<file path="src/rtl/dm_arbiter_if.sv">
// -----------------------------------------------------------------------------
// dm_arbiter_if
// Bundles every bus-level signal of the data-RAM arbiter.
//   MEM port : mem_req/addr/wen/wdata  -> mem_gnt/rvalid/rdata
//   DBG port : dbg_req/addr/wen/wdata  -> dbg_gnt/rvalid/rdata, dbg_werr
//   RAM side : dm_addr/wen/wdata       <- dm_rdata
// Modports:
//   slave  : the arbiter's view (consumes requests, drives grants and the RAM)
//   master : the surrounding system's view (requesters plus the RAM model)
// -----------------------------------------------------------------------------
interface dm_arbiter_if;
   logic        mem_req;
   logic [31:0] mem_addr;
   logic [3:0]  mem_wen;
   logic [31:0] mem_wdata;
   logic        mem_gnt;
   logic        mem_rvalid;
   logic [31:0] mem_rdata;

   logic        dbg_req;
   logic [31:0] dbg_addr;
   logic [3:0]  dbg_wen;
   logic [31:0] dbg_wdata;
   logic        dbg_gnt;
   logic        dbg_rvalid;
   logic [31:0] dbg_rdata;
   logic        dbg_werr;

   logic [31:0] dm_addr;
   logic [3:0]  dm_wen;
   logic [31:0] dm_wdata;
   logic [31:0] dm_rdata;

   modport slave (
      input  mem_req, mem_addr, mem_wen, mem_wdata,
      output mem_gnt, mem_rvalid, mem_rdata,
      input  dbg_req, dbg_addr, dbg_wen, dbg_wdata,
      output dbg_gnt, dbg_rvalid, dbg_rdata, dbg_werr,
      output dm_addr, dm_wen, dm_wdata,
      input  dm_rdata
   );

   modport master (
      output mem_req, mem_addr, mem_wen, mem_wdata,
      input  mem_gnt, mem_rvalid, mem_rdata,
      output dbg_req, dbg_addr, dbg_wen, dbg_wdata,
      input  dbg_gnt, dbg_rvalid, dbg_rdata, dbg_werr,
      input  dm_addr, dm_wen, dm_wdata,
      output dm_rdata
   );
endinterface

</file>
<file path="src/rtl/dm_arbiter.sv">
// -----------------------------------------------------------------------------
// dm_arbiter
// Shares one synchronous-read data RAM between the MEM stage (priority) and a
// debug/display port. One grant per cycle; the read data comes back one cycle
// after the grant, flagged by the owner's rvalid. A starvation counter forces
// a debug slot after STARVE_LIMIT consecutive losses to MEM.
// Ports:
//   clk    : clock
//   resetn : asynchronous active-low reset
//   bus    : dm_arbiter_if.slave (MEM port, DBG port, RAM side)
// Optional feature macro: DM_ARB_DBG_WPROT_EN
//   When defined, debug writes outside [PROT_BASE, PROT_TOP] are granted but
//   suppressed at the RAM, and the sticky dbg_werr flag is raised.
//   When undefined, dbg_werr is tied low and all debug writes pass.
// Also contains dm_arbiter_chk, a per-port protocol checker.
// -----------------------------------------------------------------------------
module dm_arbiter #(
`ifdef DM_ARB_DBG_WPROT_EN
   parameter logic [31:0] PROT_BASE    = 32'h0000_0000,
   parameter logic [31:0] PROT_TOP     = 32'h0000_0FFF,
`endif
   parameter int unsigned STARVE_LIMIT = 4
) (
   input  logic          clk,
   input  logic          resetn,
   dm_arbiter_if.slave   bus
);

   // One-hot-style encoding so each rvalid is a direct register bit.
   typedef enum logic [1:0] {
      OWN_NONE = 2'b00,
      OWN_MEM  = 2'b01,
      OWN_DBG  = 2'b10
   } owner_e;

   owner_e      resp_owner_q, resp_owner_d;
   logic [3:0]  starve_cnt_q, starve_cnt_d;
   logic        force_dbg_s;
   logic        dbg_gnt_s;
   logic        mem_gnt_s;
   logic [3:0]  dbg_wen_eff_s;
   logic [31:0] dm_addr_s;
   logic [3:0]  dm_wen_s;
   logic [31:0] dm_wdata_s;

   assign force_dbg_s = bus.dbg_req && (starve_cnt_q >= 4'(STARVE_LIMIT));
   assign dbg_gnt_s   = bus.dbg_req && (!bus.mem_req || force_dbg_s);
   assign mem_gnt_s   = bus.mem_req && !dbg_gnt_s;

`ifdef DM_ARB_DBG_WPROT_EN
   logic werr_q, werr_d;
   logic wprot_viol_s;

   // Flag a granted debug write whose address falls outside the window.
   always_comb begin
      wprot_viol_s = 1'b0;
      if (dbg_gnt_s && (|bus.dbg_wen) &&
          ((bus.dbg_addr < PROT_BASE) || (bus.dbg_addr > PROT_TOP))) begin
         wprot_viol_s = 1'b1;
      end else begin
         wprot_viol_s = 1'b0;
      end
   end

   assign dbg_wen_eff_s = wprot_viol_s ? 4'b0000 : bus.dbg_wen;
   assign werr_d        = werr_q | wprot_viol_s;
   assign bus.dbg_werr  = werr_q;
`else
   assign dbg_wen_eff_s = bus.dbg_wen;
   assign bus.dbg_werr  = 1'b0;
`endif

   // RAM drive mux: only the winner reaches the RAM, idle drives zeros.
   always_comb begin
      dm_addr_s  = 32'h0000_0000;
      dm_wen_s   = 4'b0000;
      dm_wdata_s = 32'h0000_0000;
      if (dbg_gnt_s) begin
         dm_addr_s  = bus.dbg_addr;
         dm_wen_s   = dbg_wen_eff_s;
         dm_wdata_s = bus.dbg_wdata;
      end else if (mem_gnt_s) begin
         dm_addr_s  = bus.mem_addr;
         dm_wen_s   = bus.mem_wen;
         dm_wdata_s = bus.mem_wdata;
      end else begin
         dm_addr_s  = 32'h0000_0000;
         dm_wen_s   = 4'b0000;
         dm_wdata_s = 32'h0000_0000;
      end
   end

   // Next-state for response owner and starvation counter.
   always_comb begin
      resp_owner_d = OWN_NONE;
      starve_cnt_d = starve_cnt_q;
      if (dbg_gnt_s) begin
         resp_owner_d = OWN_DBG;
      end else if (mem_gnt_s) begin
         resp_owner_d = OWN_MEM;
      end else begin
         resp_owner_d = OWN_NONE;
      end
      // dbg_req with no dbg grant implies MEM won, so only count that case.
      if (!bus.dbg_req || dbg_gnt_s) begin
         starve_cnt_d = 4'd0;
      end else if (mem_gnt_s && (starve_cnt_q != 4'd15)) begin
         starve_cnt_d = starve_cnt_q + 4'd1;
      end else begin
         starve_cnt_d = starve_cnt_q;
      end
   end

   // State registers.
   always_ff @(posedge clk or negedge resetn) begin
      if (!resetn) begin
         resp_owner_q <= OWN_NONE;
         starve_cnt_q <= 4'd0;
`ifdef DM_ARB_DBG_WPROT_EN
         werr_q       <= 1'b0;
`endif
      end else begin
         resp_owner_q <= resp_owner_d;
         starve_cnt_q <= starve_cnt_d;
`ifdef DM_ARB_DBG_WPROT_EN
         werr_q       <= werr_d;
`endif
      end
   end

   assign bus.mem_gnt    = mem_gnt_s;
   assign bus.dbg_gnt    = dbg_gnt_s;
   assign bus.mem_rvalid = resp_owner_q[0];
   assign bus.dbg_rvalid = resp_owner_q[1];
   assign bus.mem_rdata  = bus.dm_rdata;
   assign bus.dbg_rdata  = bus.dm_rdata;
   assign bus.dm_addr    = dm_addr_s;
   assign bus.dm_wen     = dm_wen_s;
   assign bus.dm_wdata   = dm_wdata_s;

endmodule


</file>
<file path="src/flat_wrapper.sv">
// flat-port wrapper written by rule: the top's interface ports become plain ports
module dm_arbiter_flat 
#(

   parameter int unsigned STARVE_LIMIT = 4
)
  (clk, resetn, bus_mem_req, bus_mem_addr, bus_mem_wen, bus_mem_wdata, bus_mem_gnt, bus_mem_rvalid, bus_mem_rdata, bus_dbg_req, bus_dbg_addr, bus_dbg_wen, bus_dbg_wdata, bus_dbg_gnt, bus_dbg_rvalid, bus_dbg_rdata, bus_dbg_werr, bus_dm_addr, bus_dm_wen, bus_dm_wdata, bus_dm_rdata);
  dm_arbiter_if bus_i ();
  input  logic clk;
  input  logic resetn;
  input wire logic [$bits(bus_i.mem_req)-1:0] bus_mem_req;
  input wire logic [$bits(bus_i.mem_addr)-1:0] bus_mem_addr;
  input wire logic [$bits(bus_i.mem_wen)-1:0] bus_mem_wen;
  input wire logic [$bits(bus_i.mem_wdata)-1:0] bus_mem_wdata;
  output wire logic [$bits(bus_i.mem_gnt)-1:0] bus_mem_gnt;
  output wire logic [$bits(bus_i.mem_rvalid)-1:0] bus_mem_rvalid;
  output wire logic [$bits(bus_i.mem_rdata)-1:0] bus_mem_rdata;
  input wire logic [$bits(bus_i.dbg_req)-1:0] bus_dbg_req;
  input wire logic [$bits(bus_i.dbg_addr)-1:0] bus_dbg_addr;
  input wire logic [$bits(bus_i.dbg_wen)-1:0] bus_dbg_wen;
  input wire logic [$bits(bus_i.dbg_wdata)-1:0] bus_dbg_wdata;
  output wire logic [$bits(bus_i.dbg_gnt)-1:0] bus_dbg_gnt;
  output wire logic [$bits(bus_i.dbg_rvalid)-1:0] bus_dbg_rvalid;
  output wire logic [$bits(bus_i.dbg_rdata)-1:0] bus_dbg_rdata;
  output wire logic [$bits(bus_i.dbg_werr)-1:0] bus_dbg_werr;
  output wire logic [$bits(bus_i.dm_addr)-1:0] bus_dm_addr;
  output wire logic [$bits(bus_i.dm_wen)-1:0] bus_dm_wen;
  output wire logic [$bits(bus_i.dm_wdata)-1:0] bus_dm_wdata;
  input wire logic [$bits(bus_i.dm_rdata)-1:0] bus_dm_rdata;
  assign bus_i.mem_req = bus_mem_req;
  assign bus_i.mem_addr = bus_mem_addr;
  assign bus_i.mem_wen = bus_mem_wen;
  assign bus_i.mem_wdata = bus_mem_wdata;
  assign bus_mem_gnt = bus_i.mem_gnt;
  assign bus_mem_rvalid = bus_i.mem_rvalid;
  assign bus_mem_rdata = bus_i.mem_rdata;
  assign bus_i.dbg_req = bus_dbg_req;
  assign bus_i.dbg_addr = bus_dbg_addr;
  assign bus_i.dbg_wen = bus_dbg_wen;
  assign bus_i.dbg_wdata = bus_dbg_wdata;
  assign bus_dbg_gnt = bus_i.dbg_gnt;
  assign bus_dbg_rvalid = bus_i.dbg_rvalid;
  assign bus_dbg_rdata = bus_i.dbg_rdata;
  assign bus_dbg_werr = bus_i.dbg_werr;
  assign bus_dm_addr = bus_i.dm_addr;
  assign bus_dm_wen = bus_i.dm_wen;
  assign bus_dm_wdata = bus_i.dm_wdata;
  assign bus_i.dm_rdata = bus_dm_rdata;
  dm_arbiter #(.STARVE_LIMIT(STARVE_LIMIT)) u_core (.clk(clk), .resetn(resetn), .bus(bus_i));
endmodule
</file>
<file path="config.mk">
export PLATFORM = sky130hd
export DESIGN_NAME = dm_arbiter_flat
export DESIGN_NICKNAME = d
export VERILOG_FILES = /design/src/rtl/dm_arbiter_if.sv /design/src/rtl/dm_arbiter.sv /design/src/flat_wrapper.sv
export SDC_FILE = /design/constraint.sdc
export NUM_CORES = 1
export LEC_CHECK = 0
export ABC_AREA = 1
export BUFFER_PORTS_ARGS = -buffer_cell sky130_fd_sc_hd__buf_2
export CAP_MARGIN = 20
export CORE_AREA = 2 2 119 121
export DETAILED_ROUTE_END_ITERATION = 10
export DIE_AREA = 0 0 121 123
export PLACE_DENSITY = 0.42
export SYNTH_ARGS = -nofsm -noshare
export SYNTH_HDL_FRONTEND = slang
export SYNTH_SLANG_ARGS = --single-unit
</file>
<file path="constraint.sdc">
create_clock -name clk -period 1.9 [get_ports clk]
set_input_delay 0 -clock clk [delete_from_list [all_inputs] [get_ports clk]]
set_output_delay 0 -clock clk [all_outputs]
set_load 0.01 [all_outputs]
</file>
======== Word-level counts from Yosys, hierarchy flattened ========
Index checks and enable logic that the tools add are counted.
storage, ports and cells
  register bits after elaboration ......... 6
  bits in latches ......................... 0
  memory bits (writable) .................. 0
  memory bits (read-only) ................. 0
  input bits .............................. 172
  output and inout bits ................... 137
  logic and storage cells ................. 25
  memories ................................ 0
operators by class
  add/subtract/negate cells ............... 1
  multipliers ............................. 0
  divide/modulo/power cells ............... 0
  order comparisons ....................... 1
  equality and inequality tests ........... 1
  shift operators ......................... 0
  multiplexer cells ....................... 10
  bitwise gates (word level) .............. 0
  reduce and logical (&&, ||, !) cells .... 10
operator list
  cell                   count
  $mux W32               4
  $mux W4                4
  $add A4 B1 Y4 const B  1
  $ge A4 B3 Y1 const B   1
  $logic_and A1 B1 Y1    4
  $ne A4 B4 Y1 const B   1
  $logic_not A1 Y1       3
  $logic_or A1 B1 Y1     2
  $mux W2                1
  $reduce_bool A2 Y1     1
  $mux W1                1

======== Logic depth before layout (Yosys ltp) ========
  depth after elaboration ................. 9
  mapped depth ............................ 6

======== Worst setup path after synthesis ========
OpenSTA, ideal clock, no wires.
  path kind ............................... register -> output
  from .................................... register u_core.starve_cnt_q[2]
  to ...................................... output port bus_dm_addr[29]
  data arrival time ....................... 1.091 ns
  required time ........................... 1.900 ns
  setup slack ............................. 0.809 ns
  stages on the path, launching flop included .. 6
  path buffers ............................ 2
  cells stage by stage .................... dfrtp_1 o21ai_2 buf_4 buf_4 nand3_1 nand2_1
between the ends
  cells in the longest elaborated chain, start to end .. 8
ends and longest elaborated chain
  item                     line                source
  from (decl)              dm_arbiter.sv:37    logic [3:0] starve_cnt_q, starve_cnt_d;
  from (signal assigned)   dm_arbiter.sv:124   starve_cnt_q <= starve_cnt_d;
  $ge A4 B3 Y1 (*)         dm_arbiter.sv:46    assign force_dbg_s = bus.dbg_req && (starve_cnt_q >= 4'(STARVE_LIMIT));
  $logic_and A1 B1 Y1 (*)  dm_arbiter.sv:46
  $logic_or A1 B1 Y1 (*)   dm_arbiter.sv:47    assign dbg_gnt_s = bus.dbg_req && (!bus.mem_req || force_dbg_s);
  $logic_and A1 B1 Y1 (*)  dm_arbiter.sv:47
  $logic_not A1 Y1         dm_arbiter.sv:48    assign mem_gnt_s = bus.mem_req && !dbg_gnt_s;
  $logic_and A1 B1 Y1      dm_arbiter.sv:48
  $mux W32                 dm_arbiter.sv:82    end else if (mem_gnt_s) begin
  $mux W32 (*)             dm_arbiter.sv:78    if (dbg_gnt_s) begin
  to (decl)                flat_wrapper.sv:26  output wire logic [$bits(bus_i.dm_addr)-1:0] bus_dm_addr;
Mark *: on every way between the ends. The rest lies on a longest branch, timed or not.

======== Final worst setup path ========
  from .................................... register u_core.starve_cnt_q[2]
  to ...................................... output port bus_dm_wdata[22]
between the ends
  cells in the longest elaborated chain, start to end .. 8
ends and longest elaborated chain
  item                     line                source
  $ge A4 B3 Y1 (*)         dm_arbiter.sv:46
  $logic_and A1 B1 Y1 (*)  dm_arbiter.sv:46
  $logic_or A1 B1 Y1 (*)   dm_arbiter.sv:47
  $logic_and A1 B1 Y1 (*)  dm_arbiter.sv:47
  $logic_not A1 Y1         dm_arbiter.sv:48
  $logic_and A1 B1 Y1      dm_arbiter.sv:48
  $mux W32                 dm_arbiter.sv:82
  $mux W32 (*)             dm_arbiter.sv:78
  to (decl)                flat_wrapper.sv:28  output wire logic [$bits(bus_i.dm_wdata)-1:0] bus_dm_wdata;
Marks and branches as above.

==> run metrics <==
CTS tree yes; PwrDens 412 nW/um^2; Post-Syn Instances between 300 and 400; vias in the first global route between 2k and 2.5k; Final HPWL DP 5410 um; initial core utilization 12.4%; skew final 0.00466 ns; row cnt 43; Port Buffer Count 211; Final Max Tran Viols 0; sequential area share after synthesis around 8.9%; Fin. Hold Viols 0; Mean Syn Cell Area 5.46 um^2; Synth top cells by count nand2_1, buf_4, nand3_1; critical path required time 1.90 ns; min Tclk post-route 1.54 ns; fmax 651 MHz; worst-path maximum fanout 37; initial antenna violation count 0; largest net degree at the start of global routing 69; VDD IR max between 0.4 and 0.5 mV; yosys warns 0; cell at the slowest stage of the critical path dfrtp_1; final setup TNS 0 ns; FF-to-FF path depth 3; hold_buf cts 1; status finished clean; DRC viols 0; Routed Antenna Nets 0; routed len/inst 10.6 um; Worst-path clk slew 0.03 ns; Hold Crit Depth 0; Post-CTS Setup Bufs 0; Final setup viols 0; clock latency on the worst-skew pair 0.23 ns; vias post-DR around 2.4k; asr flop ratio synth 100%; max_cap viols 0; Hold WC Path Type input port to output pin; top cell type's share of synthesized area 30.6%; Final period util between 80% and 90%; all-layer global routing usage 7.94%; ant diodes 0; EDFF count, synth 0; H-tree levels 1; drt initial violations between 50 and 60; worst setup path class register to output pin; nets around 620; Worst Setup End Kind output pin; final wirelength 6620 um; total congestion overflow 0; Synth Flop Type dfrtp_1; io pins roughly 310; LEAKAGE 1.63 nW; CTS Buf Count 3; FILL cells 1572; RSZ-0062 raised after global routing no; via/cell ratio 3.82; DRT Pass-1 Iters 4; Clock Sinks 6; Netlist cell types 17; Die H 123 um; global-route wire length before repair 9660 um; slowest stage delay, CP 0.42 ns; die area 14900 um^2; Clock Tree Buf Depth 2; Area Overhead vs Synth 48.7%; Placeable Area 13600 um^2; Die W 121 um; dominant cells by area after synthesis buf_4, nand2_1, nand3_1, dfrtp_1, buf_2; CP Cell Sequence nor2_2 > a21oi_4 > buf_4 > nand2_1 > nand2_1 > buf_2; critical path arrival 1.54 ns; gpl congestion 0.804; Worst setup SP type register; total power 0.00104 W; Synth area leader buf_4; register bit count reported by yosys 6; post-CTS sizing 0; layout cell share with drive strength beyond 1 50.0%; Syn Std Cell Area 1690 um^2; count leader, synth nand2_1; Root Buffer clkbuf_16; cell mode on critical path nand2_1
logic make-up (layout without fill, tap and decap cells):
logic type               count (synthesis)  count (layout)  share of synthesized area [%]
other                                    1               2                          0.222
adder cells (fa/ha/maj)                  1               1                          0.740
AO/OA/AOI/OAI                            3               3                           1.92
XOR/XNOR                                 1               1                          0.518
AND/OR/NAND/NOR                        209             209                           51.6
flip-flops                               6               6                           8.88
buffers and inverters                   89             222                           36.1
registers in the layout, summed over array words and instances, names as in the netlist:
register	count
u_core.starve_cnt_q	4
u_core.resp_owner_q	2
placed cells by master, fill, tap and decap left out, drive strengths merged:
cell type	netlist	final
dfrtp	6	6
ha	1	1
inv	2	2
dlygate4sd3	0	1
buf	81	216
conb	1	2
clkbuf	6	3
nand3	69	69
a21oi	1	1
o21ai	1	1
nor2	4	4
xnor2	1	1
nand2	136	136
o21a	1	1
per-stage QoR:
stage / hold WS (ns) / worst slack, ns / std cells / utilization (%) / instance area [um^2]
6_report: 0.00000443 / 0.363 / 624 / 18.5 / 2520
5_1_grt: 0.0000298 / 0.204 / 624 / 18.5 / 2520
4_1_cts: 0.000101 / 0.348 / 624 / 18.5 / 2520
3_5_place_dp: -0.166 / 0.590 / 620 / 17.9 / 2430
3_3_place_gp: -0.166 / 0.604 / 620 / 17.9 / 2430
2_1_floorplan: -0.296 / 0.809 / 311 / - / 1700
path summary, 6_finish.rpt:
path / start / endpoint / slack [ns]
max: u_core.starve_cnt_q[2]$_DFFE_PN0P_ / bus_dm_wdata[22] / 0.36
min in group asynchronous: resetn / u_core.starve_cnt_q[0]$_DFFE_PN0P_ / 0.15
max reg2reg: u_core.starve_cnt_q[2]$_DFFE_PN0P_ / u_core.resp_owner_q[1]$_DFF_PN0_ / 0.79
max in group asynchronous: resetn / u_core.starve_cnt_q[2]$_DFFE_PN0P_ / 1.60
min reg2reg: u_core.starve_cnt_q[0]$_DFFE_PN0P_ / u_core.starve_cnt_q[0]$_DFFE_PN0P_ / 0.43
min: bus_dm_rdata[10] / bus_mem_rdata[10] / 0.000004
cell type report:
class	instances	area [um^2]	share of cell area [%]
repair buffers	217	1120	44.4
multi-input cells	216	942	37.4
flip-flops and latches	6	150	5.97
well taps	180	225	8.95
inverters	2	7.51	0.298
clock buffers	3	75.1	2.98
routing by layer:
layer | GRT usage, % | share of wire, % | wire length, um | up-vias
met4 | 2.76 | 2.9 | 192 | 0
met1 | 8.60 | 35 | 2330 | 1015
met5 | 0 | 0 | 0 | -
li1 | - | - | - | 1180
met3 | 2.21 | 12 | 782 | 21
met2 | 14.8 | 50 | 3320 | 169
where the power goes:
| group | internal, W | switching (W) | total [W] |
|---|---|---|---|
| Clock | 0.000270 | 0.0000722 | 0.000342 |
| Sequential | 0.000133 | 0.00000223 | 0.000136 |
| Combinational | 0.000259 | 0.000300 | 0.000560 |
| Total | 0.000663 | 0.000375 | 0.00104 |
critical path: cells and delay by family, from the launching register on:
family | cells | cell delay [ns]
AO/OA/AOI/OAI | 1 | 0.13
buffers and inverters | 2 | 0.49
flip-flops | 1 | 0.42
AND/OR/NAND/NOR | 3 | 0.26
Power figures use the tool's default switching activity.
